### config.mk
export PLATFORM = sky130hd
export DESIGN_NAME = snake_frame_scheduler
export DESIGN_NICKNAME = d
export VERILOG_FILES = /design/src/rtl/snake_frame_scheduler.sv
export SDC_FILE = /design/constraint.sdc
export NUM_CORES = 1
export LEC_CHECK = 0
export ABC_CLOCK_PERIOD_IN_PS = 1900
export BUFFER_PORTS_ARGS = -buffer_cell sky130_fd_sc_hd__buf_2
export CORE_UTILIZATION = 25
export CTS_CLUSTER_DIAMETER = 50
export DETAILED_ROUTE_END_ITERATION = 16
export PLACE_DENSITY = 0.53
export RECOVER_POWER = 25
export REMOVE_ABC_BUFFERS = 1
export SYNTH_ARGS = -nofsm -noshare
export SYNTH_HDL_FRONTEND = slang
export SYNTH_SLANG_ARGS = --single-unit
### constraint.sdc
create_clock -name i_Clk -period 1.9 [get_ports i_Clk]
set_clock_uncertainty 0.2 [all_clocks]
set_input_delay 0 -clock i_Clk [delete_from_list [all_inputs] [get_ports i_Clk]]
set_output_delay 0 -clock i_Clk [all_outputs]
set_load 0.02 [all_outputs]
### src/rtl/snake_frame_scheduler.sv
// Frame-locked step scheduler for the snake game: turns VSync into step requests,
// commits the player direction per step and speeds up as food is eaten.
// Optional step-acknowledge timeout: define SNAKE_STEP_TIMEOUT_EN.
module snake_frame_scheduler #(
  parameter int unsigned c_FRAMES_PER_STEP     = 8,
  parameter int unsigned c_MIN_FRAMES_PER_STEP = 2,
  parameter int unsigned c_SPEEDUP_EVERY       = 4,
  parameter logic        c_VSYNC_POL           = 1'b1,
  parameter int unsigned c_STEP_TIMEOUT        = 1024
) (
  input  logic                                   i_Clk,
  input  logic                                   i_Rst,
  input  logic                                   i_VSync,
  input  logic                                   i_Start,
  input  logic [1:0]                             i_Dir,
  input  logic                                   i_DirValid,
  input  logic                                   i_StepDone,
  input  logic                                   i_Ate,
  input  logic                                   i_GameOver,
  output logic                                   o_Step,
  output logic [1:0]                             o_Dir,
  output logic                                   o_Playing,
  output logic [$clog2(c_FRAMES_PER_STEP+1)-1:0] o_Period,
  output logic                                   o_Timeout
);

  localparam int unsigned PeriodW = $clog2(c_FRAMES_PER_STEP + 1);
  localparam int unsigned EatW    = $clog2(c_SPEEDUP_EVERY + 1);

  localparam logic [PeriodW-1:0] PeriodInit = PeriodW'(c_FRAMES_PER_STEP);
  localparam logic [PeriodW-1:0] PeriodMin  = PeriodW'(c_MIN_FRAMES_PER_STEP);
  localparam logic [EatW-1:0]    EatLast    = EatW'(c_SPEEDUP_EVERY - 1);
  localparam logic [1:0]         DirRight   = 2'd1;

  typedef enum logic [1:0] {StIdle, StWaitFrame, StStepWait, StOver} state_e;

  state_e             state_q, state_d;
  logic               vsync_q, vsync_prev_q;
  logic               frame_start;
  logic               playing;
  logic [PeriodW-1:0] frame_cnt_q, frame_cnt_d;
  logic [PeriodW-1:0] period_q, period_d;
  logic [EatW-1:0]    eat_cnt_q, eat_cnt_d;
  logic [1:0]         dir_q, dir_d;
  logic [1:0]         pend_dir_q, pend_dir_d;
  logic               step_q, step_d;

`ifdef SNAKE_STEP_TIMEOUT_EN
  localparam int unsigned ToW    = $clog2(c_STEP_TIMEOUT + 1);
  localparam logic [ToW-1:0] ToLast = ToW'(c_STEP_TIMEOUT - 1);

  logic [ToW-1:0] to_cnt_q, to_cnt_d;
  logic           timeout_q, timeout_d;
`endif

  assign frame_start = (vsync_q == c_VSYNC_POL) && (vsync_prev_q != c_VSYNC_POL);
  assign playing     = (state_q == StWaitFrame) || (state_q == StStepWait);

  always_comb begin
    state_d     = state_q;
    frame_cnt_d = frame_cnt_q;
    period_d    = period_q;
    eat_cnt_d   = eat_cnt_q;
    dir_d       = dir_q;
    pend_dir_d  = pend_dir_q;
    step_d      = step_q;
`ifdef SNAKE_STEP_TIMEOUT_EN
    to_cnt_d    = '0;
    timeout_d   = 1'b0;
`endif

    // Reversal is judged against the committed direction, not the pending one.
    if (i_DirValid && (i_Dir != (dir_q ^ 2'b10))) begin
      pend_dir_d = i_Dir;
    end

    if (playing && i_Ate) begin
      if (eat_cnt_q == EatLast) begin
        eat_cnt_d = '0;
        if (period_q > PeriodMin) begin
          period_d = period_q - PeriodW'(1);
        end
      end else begin
        eat_cnt_d = eat_cnt_q + EatW'(1);
      end
    end

    unique case (state_q)
      StIdle, StOver: begin
        step_d = 1'b0;
        if (i_Start) begin
          period_d    = PeriodInit;
          dir_d       = DirRight;
          pend_dir_d  = DirRight;
          frame_cnt_d = '0;
          eat_cnt_d   = '0;
          state_d     = StWaitFrame;
        end
      end
      StWaitFrame: begin
        if (i_GameOver) begin
          state_d = StOver;
        end else if (frame_start) begin
          // >= so that a period shrink below the current count fires at once.
          if (frame_cnt_q >= period_q - PeriodW'(1)) begin
            frame_cnt_d = '0;
            dir_d       = pend_dir_q;
            step_d      = 1'b1;
            state_d     = StStepWait;
          end else begin
            frame_cnt_d = frame_cnt_q + PeriodW'(1);
          end
        end
      end
      StStepWait: begin
        if (i_StepDone) begin
          step_d  = 1'b0;
          state_d = i_GameOver ? StOver : StWaitFrame;
        end
`ifdef SNAKE_STEP_TIMEOUT_EN
        else if (to_cnt_q == ToLast) begin
          step_d    = 1'b0;
          timeout_d = 1'b1;
          state_d   = StOver;
        end else begin
          to_cnt_d = to_cnt_q + ToW'(1);
        end
`endif
      end
      default: state_d = StIdle;
    endcase
  end

  always_ff @(posedge i_Clk) begin
    if (i_Rst) begin
      state_q      <= StIdle;
      vsync_q      <= ~c_VSYNC_POL;
      vsync_prev_q <= ~c_VSYNC_POL;
      frame_cnt_q  <= '0;
      period_q     <= PeriodInit;
      eat_cnt_q    <= '0;
      dir_q        <= DirRight;
      pend_dir_q   <= DirRight;
      step_q       <= 1'b0;
    end else begin
      state_q      <= state_d;
      vsync_q      <= i_VSync;
      vsync_prev_q <= vsync_q;
      frame_cnt_q  <= frame_cnt_d;
      period_q     <= period_d;
      eat_cnt_q    <= eat_cnt_d;
      dir_q        <= dir_d;
      pend_dir_q   <= pend_dir_d;
      step_q       <= step_d;
    end
  end

`ifdef SNAKE_STEP_TIMEOUT_EN
  always_ff @(posedge i_Clk) begin
    if (i_Rst) begin
      to_cnt_q  <= '0;
      timeout_q <= 1'b0;
    end else begin
      to_cnt_q  <= to_cnt_d;
      timeout_q <= timeout_d;
    end
  end

  assign o_Timeout = timeout_q;
`else
  assign o_Timeout = 1'b0;
`endif

  assign o_Step    = step_q;
  assign o_Dir     = dir_q;
  assign o_Playing = playing;
  assign o_Period  = period_q;

endmodule

==> metrics, run 1 <==
status complete, but fails checks; failing checks negative setup slack; Post-synth ARST share 0; vias after detailed routing 1026; Root Buffer clkbuf_8; Avg Cell Area, Syn 9.71 um2; WL final about 2700 um; Commonest cells post-synth 20 x dfxtp_1, 10 x ha_1, 9 x nor2_1; CTS tree yes; area fraction of the dominant cell type after synthesis 0.330; count leader, synth dfxtp_1; Lkg Pwr just over 0.7 nW; Hold Path End vsync_prev_q; reg-to-reg startpoint o_Period[0]; r2r worst-path depth 9; pre-CTS setup slack -0.255 ns; GRT overflow 0; n_diodes 0; startpoint types flop; Synth Warn # 0; worst hold stages 1; final worst setup slack -0.182 ns; post-synthesis sequential area ratio 0.330; Clock Sinks 20; Post-Synthesis Cells between 100 and 150; area grow syn2layout 41.1%; all-layer global routing usage 0.112; global-route wire length before repair 4470 um; fmax around 480 MHz; # fillers 444; GP Congestion 0.832; CP Capture Type flop; Post-Place Cells around 210; largest fanout on the critical path 6; WP data arrival 2.03 ns; row cnt 24; IO Pins 19; DR WL/cell approximately 12 um; Initial Util 0.269; maximum VDD drop 327 uV; mapped cell area 1210 um2; DP Wirelength 2030 um; nets@finish 192; CTS H-Tree Depth 1; layout cell share with drive strength beyond 1 0.380; Worst R2R End o_Dir[0]; RSZ-0062 raised after global routing yes; HP Start vsync_q; post-layout minimum cycle time 2.08 ns; fin crit share 1.10; pwr/cell area around 850 nW/um2; Post-synth EDFFs 0; top cells by area, synth dfxtp_1 33%, ha_1 10%, xnor2_1 5.8%; Setup CP Type reg2reg; CTS Buffer Depth 2; Clock Pin Slew Worst Setup and Hold Paths 0.08 ns; endpoints failing setup 9; FF+latch count, synth 20; register area 408 um2; DRC viols 0; Die Span Y 71.7 um; DRT iter0 DRCs 15; Antenna Nets Post-Route 0; reg2reg setup slack -0.18 ns; core outline area 4500 um2; CP required 1.85 ns; Finished Layout Cells 223; Overall Power 1.46 mW; IO buf count 17; Distinct cells, synth 40; endpoints failing hold 0; clk_lat worst skew 0.26 ns; Pre-antenna DRT Iters 4; Yosys top cell by area dfxtp_1; hold crit path type reg2reg; vias in the first global route 1046; initial antenna violation count 0; largest net degree at the start of global routing 17; CTS Buf Count 3; Max-cap violations 0; DR vias/cell 4.60; hold slack 0.280 ns; Die ar. 5140 um2; Die W 71.7 um; Max Transition Viols Final 0; area occupied by multi-input gates 818 um2; Synth Flop Type dfxtp_1
## cell type report
type,instances,area share
inverters,8,0.0190
well taps,52,0.0380
multi-input cells,92,0.478
repair buffers,47,0.195
clock buffers,4,0.0321
flip-flops and latches,20,0.238
## state kept, by name (all words and copies together), names as in the netlist
register	cells
o_Period	4
pend_dir_q	2
state_q	2
o_Dir	2
o_Step	1
vsync_q	1
vsync_prev_q	1
frame_cnt_q	4
eat_cnt_q	3
## where the power goes
part	internal (mW)	total, mW	switching [mW]	leakage [nW]
Clock	0.185	0.331	0.146	0.0288
Sequential	0.451	0.477	0.0254	0.164
Combinational	0.329	0.657	0.328	0.515
## worst max-delay path: stages (launching register included)
cell and delay (ns):
dfxtp_4 0.38, inv_4 0.04, ha_4 0.15, xnor2_2 0.13, ha_1 0.28, o211ai_1 0.12, buf_4 0.17, o211ai_4 0.19
and2_4 0.24, a21oi_2 0.06
## kinds of logic (layout without fill, tap and decap cells)
kind of cell             count (synthesis)  in the layout  synth area share
other                                    1              1           0.00309
buffers and inverters                   13             59            0.0546
XOR/XNOR                                 9              9            0.0650
AND/OR/NAND/NOR                         42             42             0.206
adder cells (fa/ha/maj)                 10             10             0.103
AO/OA/AOI/OAI                           25             25             0.187
multiplexers                             5              5            0.0515
flip-flops                              20             20             0.330
## cells in the final DEF (no fill, tap or decap), types with 6 or more instances in the layout
cell type | synthesis | routed
buf_2 | 2 | 14
buf_4 | 1 | 19
dfxtp_1 | 20 | 18
dlygate4sd3_1 | 0 | 11
ha_1 | 10 | 8
inv_1 | 8 | 6
nand2_1 | 8 | 8
nor2_1 | 9 | 9
nor2b_1 | 6 | 6
xnor2_1 | 8 | 7
## per-layer routing
layer,track usage,up-vias,routed length (um)
met5,0,-,0
met4,0.0566,0,49
met3,0.0225,5,48
met2,0.184,12,1350
met1,0.138,483,1260
li1,-,526,-
## what timing repair did
action,4_1_cts,5_1_grt
resized for setup,12,5
endpoints found under the hold margin,13,1
buffers inserted,1,0
endpoints found under the setup margin,12,16
pin swaps,10,5
hold buffers,10,1
## through the flow
step	util	area [um2]	TNS [ns]
4_1_cts	0.369	1660	-1.50
5_1_grt	0.380	1710	-2.32
2_1_floorplan	-	1180	-2.27
6_report	0.380	1710	-1.36
3_3_place_gp	0.325	1460	-1.61
3_5_place_dp	0.325	1460	-2.15
## worst max-delay path by stage
stage                     slack, ns             end         from  cells after the start
after CTS                     -0.19        o_Dir[0]  o_Period[0]                      9
after global placement        -0.21        o_Dir[0]  o_Period[0]                      9
after global routing          -0.28        o_Dir[0]  o_Period[1]                      8
final                         -0.18        o_Dir[0]  o_Period[0]                      9
after detailed placement      -0.25  frame_cnt_q[0]  o_Period[0]                      9
after floorplan               -0.35      state_q[1]  o_Period[0]                      8
Power figures use the tool's default switching activity.
==> run 2: changes to the inputs <==
--- a/config.mk
+++ b/config.mk
@@ -15,2 +15,3 @@
 export REMOVE_ABC_BUFFERS = 1
+export SETUP_SLACK_MARGIN = 0.15
 export SYNTH_ARGS = -nofsm -noshare
==> constraint.sdc (replaced) <==
create_clock -name i_Clk -period 1.9 [get_ports i_Clk]
set_clock_uncertainty 0.2 [all_clocks]
set_input_delay 0.285 -clock i_Clk [delete_from_list [all_inputs] [get_ports i_Clk]]
set_output_delay 0.285 -clock i_Clk [all_outputs]
set_load 0.02 [all_outputs]
==> metrics, run 2 (synthesis results as in run 1) <==
n_diodes 0 (unchanged); Max-cap violations 0 (unchanged); Final Cell Area 1630 um2 (-4.8%); Pint 976 uW (+1.1%); fin crit share 1.10 (about the same); fmax 480 MHz (about the same); GP Congestion 0.832 (unchanged); Switching Fraction 0.340 (-0.000852); DP Wirelength 2030 um (unchanged); IO buf count 17 (unchanged); DR vias/cell 4.61 (+0.17%); Psw 503 uW (+0.76%); Cell Chain, Critical Path inv_4 > ha_4 > xnor2_2 > ha_1 > o211ai_1 > buf_4 > o211ai_4 > and2_4 > a21oi_2; WP data arrival 2.03 ns (about the same); Die W 71.7 um (unchanged); CTS H-Tree Depth 1 (unchanged); DRC viols 0 (unchanged); Clock Pin Slew Worst Setup and Hold Paths 0.07 ns (about the same); maximum VDD drop 328 uV (+0.33%); Setup CP Type reg2reg; CP Capture Type flop; Clock Sinks 20 (unchanged); Root Buffer clkbuf_8; area grow syn2layout 34.3%; Antenna Nets Post-Route 0 (unchanged); hold crit path type in2reg; Placement Cell Area 1460 um2 (unchanged); Gate power share 0.453 (+0.004); core outline area 4500 um2 (unchanged); crit path max-delay cell type dfxtp_4; pwr/cell area 907 nW/um2 (+6.1%); largest fanout on the critical path 6 (unchanged); endpoints failing hold 0 (unchanged); most frequent cells in the layout 17 x buf_4, 16 x dfxtp_1, 14 x buf_2, 9 x nor2_1; RSZ-0062 raised after global routing yes; GRT overflow 0 (unchanged); final worst setup slack -0.182 ns (+0.0000370 ns); Max Transition Viols Final 0 (unchanged); Seq pwr share 0.325 (about the same); WL final 2580 um (-4.8%); CP required 1.85 ns (about the same); startpoint types flop; CTS tree yes; Pre-antenna DRT Iters 4 (unchanged); largest net degree at the start of global routing 17 (unchanged); commonest non-fill, non-tap cell in the layout buf_4; vias in the first global route 1035 (-1.1%); # fillers 451 (+1.6%); pre-CTS setup slack -0.255 ns (unchanged); all-layer global routing usage 0.111 (-0.000296); CTS Buf Count 3 (unchanged); nets@finish 181 (-5.7%); crit-path max cell delay 0.38 ns (about the same); Lkg Pwr 0.670 nW (-5.4%); CTS Hold Bufs 0 (-10); post-layout minimum cycle time 2.08 ns (-0.0000370 ns); DRT iter0 DRCs 19 (+4); failing checks negative setup slack; Die Span Y 71.7 um (unchanged); Initial Util 0.269 (unchanged); global-route wire length before repair 4460 um (-0.16%); endpoints failing setup 9 (unchanged); DR WL/cell 12.2 um (+0.10%); initial antenna violation count 0 (unchanged); status complete, but fails checks; layout cell share with drive strength beyond 1 0.450 (+0.0699); Clk pwr share 0.223 (-0.003); clk_lat worst skew 0.26 ns (about the same); IO Pins 19 (unchanged); CTS Buffer Depth 2 (unchanged); Die ar. 5140 um2 (unchanged); row cnt 24 (unchanged); vias after detailed routing 977 (-4.8%)
-- run 2: cell types whose count changed in the layout (fill, tap and decap cells not counted), sizes merged --
cell / delta
dlygate4sd3: -11
buf: +1
clkbuf: -1
-- run 2: layout make-up --
type	instances	area [um2]	share of cell area
multi-input cells	92	828	0.508
clock buffers	4	55.1	0.0338
flip-flops and latches	20	410	0.252
repair buffers	36	239	0.147
well taps	52	65.1	0.0399
inverters	8	32.5	0.0200
-- run 2: through the flow --
stage	hold slack [ns]	utilization	TNS, ns	total power [mW]	cells
after global routing	0.0470	0.362	-2.34	1.59	212
after floorplan	0.155	-	-2.27	0.880	120
after global placement	0.262	0.325	-1.61	1.08	207
after detailed placement	0.269	0.325	-2.15	1.10	207
after CTS	0.0191	0.353	-1.51	1.48	212
final	0.0274	0.362	-1.37	1.48	212
-- run 2: routing by layer --
layer	global-route usage	wire length, um	up-vias
li1	-	-	504
met1	0.139	1200	456
met2	0.181	1270	12
met3	0.0225	54	5
met4	0.0566	49	0
met5	0	0	-
-- run 2: worst max-delay path: cells and delay by family, from the launching register on --
family	cells	cell delay, ns
adders and majority gates	2	0.43
DFF	1	0.38
AOI/OAI and AO/OA	3	0.37
and+or+nand+nor	1	0.24
buffers and inverters	2	0.21
xor gates and xnor gates	1	0.13
-- run 2: repair_timing --
action / CTS / global route
gates resized for setup: 20 / 7
pin swaps: 13 / 9
buffers inserted: 1 / 0
setup endpoints to repair: 17 / 15
-- run 2: power by group through the flow --
stage	combinational (mW)	clock, mW	sequential, mW
2_1_floorplan	0.391	0	0.489
3_3_place_gp	0.600	0	0.484
3_5_place_dp	0.610	0	0.489
4_1_cts	0.661	0.342	0.480
5_1_grt	0.735	0.366	0.485
6_report	0.669	0.330	0.480
-- run 2: path summary, 6_finish.rpt --
path / startpoint / to / slack, ns / cells past startpoint
max: o_Period[0] / o_Dir[0] / -0.18 / 9
min: i_VSync / vsync_q / 0.03 / 2
max reg2reg: o_Period[0] / o_Dir[0] / -0.18 / 9
min reg2reg: vsync_q / vsync_prev_q / 0.28 / 1
==> run 3: changes to the inputs <==
- CORE_ASPECT_RATIO: unset -> 1.2
==> metrics, run 3 (synthesis results as in run 1) <==
WP data arrival 2.05 ns (+0.02 ns); GP Congestion 0.801 (-3.7%); most used cell, CP ha_4; DRT iter0 DRCs 26 (+7); row cnt 27 (+13%); clk_lat worst skew 0.26 ns (about the same); nets@finish 185 (+2.2%); Max Transition Viols Final 0 (unchanged); most frequent cells in the layout 21 x buf_4, 16 x dfxtp_1, 14 x buf_2, 9 x nor2_1, 8 x nand2_1; pwr/cell area 869 nW/um2 (-4.2%); Post-Place Cells 212 (+2.4%); Die W 65.6 um (-8.5%); Setup CP Type reg2reg; delay-heaviest family, CP adder cells; area grow syn2layout 39.3%; Pint 947 uW (-2.9%); Clock Sinks 20 (unchanged); commonest non-fill, non-tap cell in the layout buf_4; Cell Chain, Critical Path inv_4 > ha_4 > xnor2_4 > ha_4 > o211ai_1 > buf_4 > o211ai_4 > and2_4 > o21ai_2; hold crit path type in2reg; CTS Buffer Depth 2 (unchanged); Clk pwr share 0.195 (-0.028); CTS H-Tree Depth 1 (unchanged); vias after detailed routing 1005 (+2.9%); CP bufs+invs 2 (unchanged); n_diodes 0 (unchanged); GRT overflow 0 (unchanged); CP required 1.85 ns (about the same); Switching Fraction 0.355 (+0.0149); layout cell share with drive strength beyond 1 0.466 (+0.0163); CTS Hold Bufs 0 (unchanged); Clock Pin Slew Worst Setup and Hold Paths 0.08 ns (about the same); Seq pwr share 0.327 (+0.002); IO Pins 19 (unchanged); endpoints failing setup 9 (unchanged); fmax 476 MHz (-0.79%); Psw 522 uW (+3.7%); initial antenna violation count 0 (unchanged); crit path max-delay cell type dfxtp_4; all-layer global routing usage 0.116 (+0.00442); Die ar. 5140 um2 (about the same); global-route wire length before repair 4510 um (+0.92%); DRC viols 0 (unchanged); post-layout minimum cycle time 2.10 ns (+0.0166 ns); status complete, but fails checks; Root Buffer clkbuf_8; maximum VDD drop 398 uV (+21%); Initial Util 0.262 (-0.00721); Antenna Nets Post-Route 0 (unchanged); startpoint types flop; Max-cap violations 0 (unchanged); WL final 2860 um (+11%); fin crit share 1.10 (+0.00874); largest fanout on the critical path 6 (unchanged); Finished Layout Cells 221 (+4.2%); largest net degree at the start of global routing 17 (unchanged); vias in the first global route 1035 (unchanged); core outline area 4630 um2 (+2.8%); RSZ-0062 raised after global routing yes; final core occ 0.365 (+0.00329); final worst setup slack -0.199 ns (-0.0166 ns); endpoints failing hold 0 (unchanged); Die Span Y 78.3 um (+9.3%); IO buf count 17 (unchanged); DR WL/cell 13.0 um (+6.5%); CP Capture Type flop; failing checks negative setup slack; DP Wirelength 2110 um (+3.6%); DR vias/cell 4.55 (-1.3%); CTS tree yes; CTS Buf Count 3 (unchanged); Gate power share 0.478 (+0.025); crit-path max cell delay 0.39 ns (about the same); Pre-antenna DRT Iters 4 (unchanged); Lkg Pwr 0.684 nW (+2.1%)
[run 3: changes by cell type in the layout (fill, tap and decap cells not counted), sizes merged]
| cell | delta |
|---|---|
| buf | +4 |
| clkbuf | -1 |
[run 3: area by class of cell]
cell class	instances	area [um2]
Sequential cell	20	410
Timing Repair Buffer	40	278
Inverter	8	35.0
Fill cell	457	2940
Clock buffer	3	41.3
Tap cell	58	72.6
Multi-Input combinational cell	92	853
[run 3: stage by stage]
| step | setup slack (ns) | area, um2 | hold WS (ns) | setup TNS, ns | total power, mW |
|---|---|---|---|---|---|
| floorplan | -0.350 | 1180 | 0.155 | -2.27 | 0.880 |
| global placement | -0.168 | 1480 | 0.261 | -1.28 | 1.10 |
| detailed placement | -0.252 | 1480 | 0.261 | -1.97 | 1.12 |
| CTS | -0.198 | 1580 | 0.0463 | -1.53 | 1.45 |
| global route | -0.277 | 1690 | 0.0643 | -2.16 | 1.56 |
| finish | -0.199 | 1690 | 0.0470 | -1.43 | 1.47 |
[run 3: final timing paths]
| kind | from | to | slack (ns) | cells after the start |
|---|---|---|---|---|
| setup / recovery | o_Period[0] | o_Dir[1] | -0.20 | 9 |
| hold / removal | i_VSync | vsync_q | 0.05 | 2 |
| setup reg to reg | o_Period[0] | o_Dir[1] | -0.20 | 9 |
| hold reg to reg | eat_cnt_q[2] | eat_cnt_q[2] | 0.28 | 1 |
[run 3: per-layer routing]
metal  vias to the layer above  wire length, um  global-route usage
met3                         4              101              0.0174
met4                         0               44              0.0457
met5                         -                0                   0
met1                       469             1130               0.120
li1                        511                -                   -
met2                        21             1590               0.224
[run 3: repair_timing]
item                       4_1_cts  5_1_grt
gates resized for setup         14       15
setup endpoints to repair       17       11
hold endpoints to repair         0        0
pin swaps                       12       10
setup buffers                    2        4
[run 3: power by group through the flow]
| stage | registers, mW | logic [mW] | clock network (mW) |
|---|---|---|---|
| floorplan | 0.489 | 0.391 | 0 |
| global placement | 0.487 | 0.611 | 0 |
| detailed placement | 0.489 | 0.627 | 0 |
| CTS | 0.484 | 0.676 | 0.291 |
| global route | 0.487 | 0.760 | 0.312 |
| finish | 0.481 | 0.702 | 0.286 |
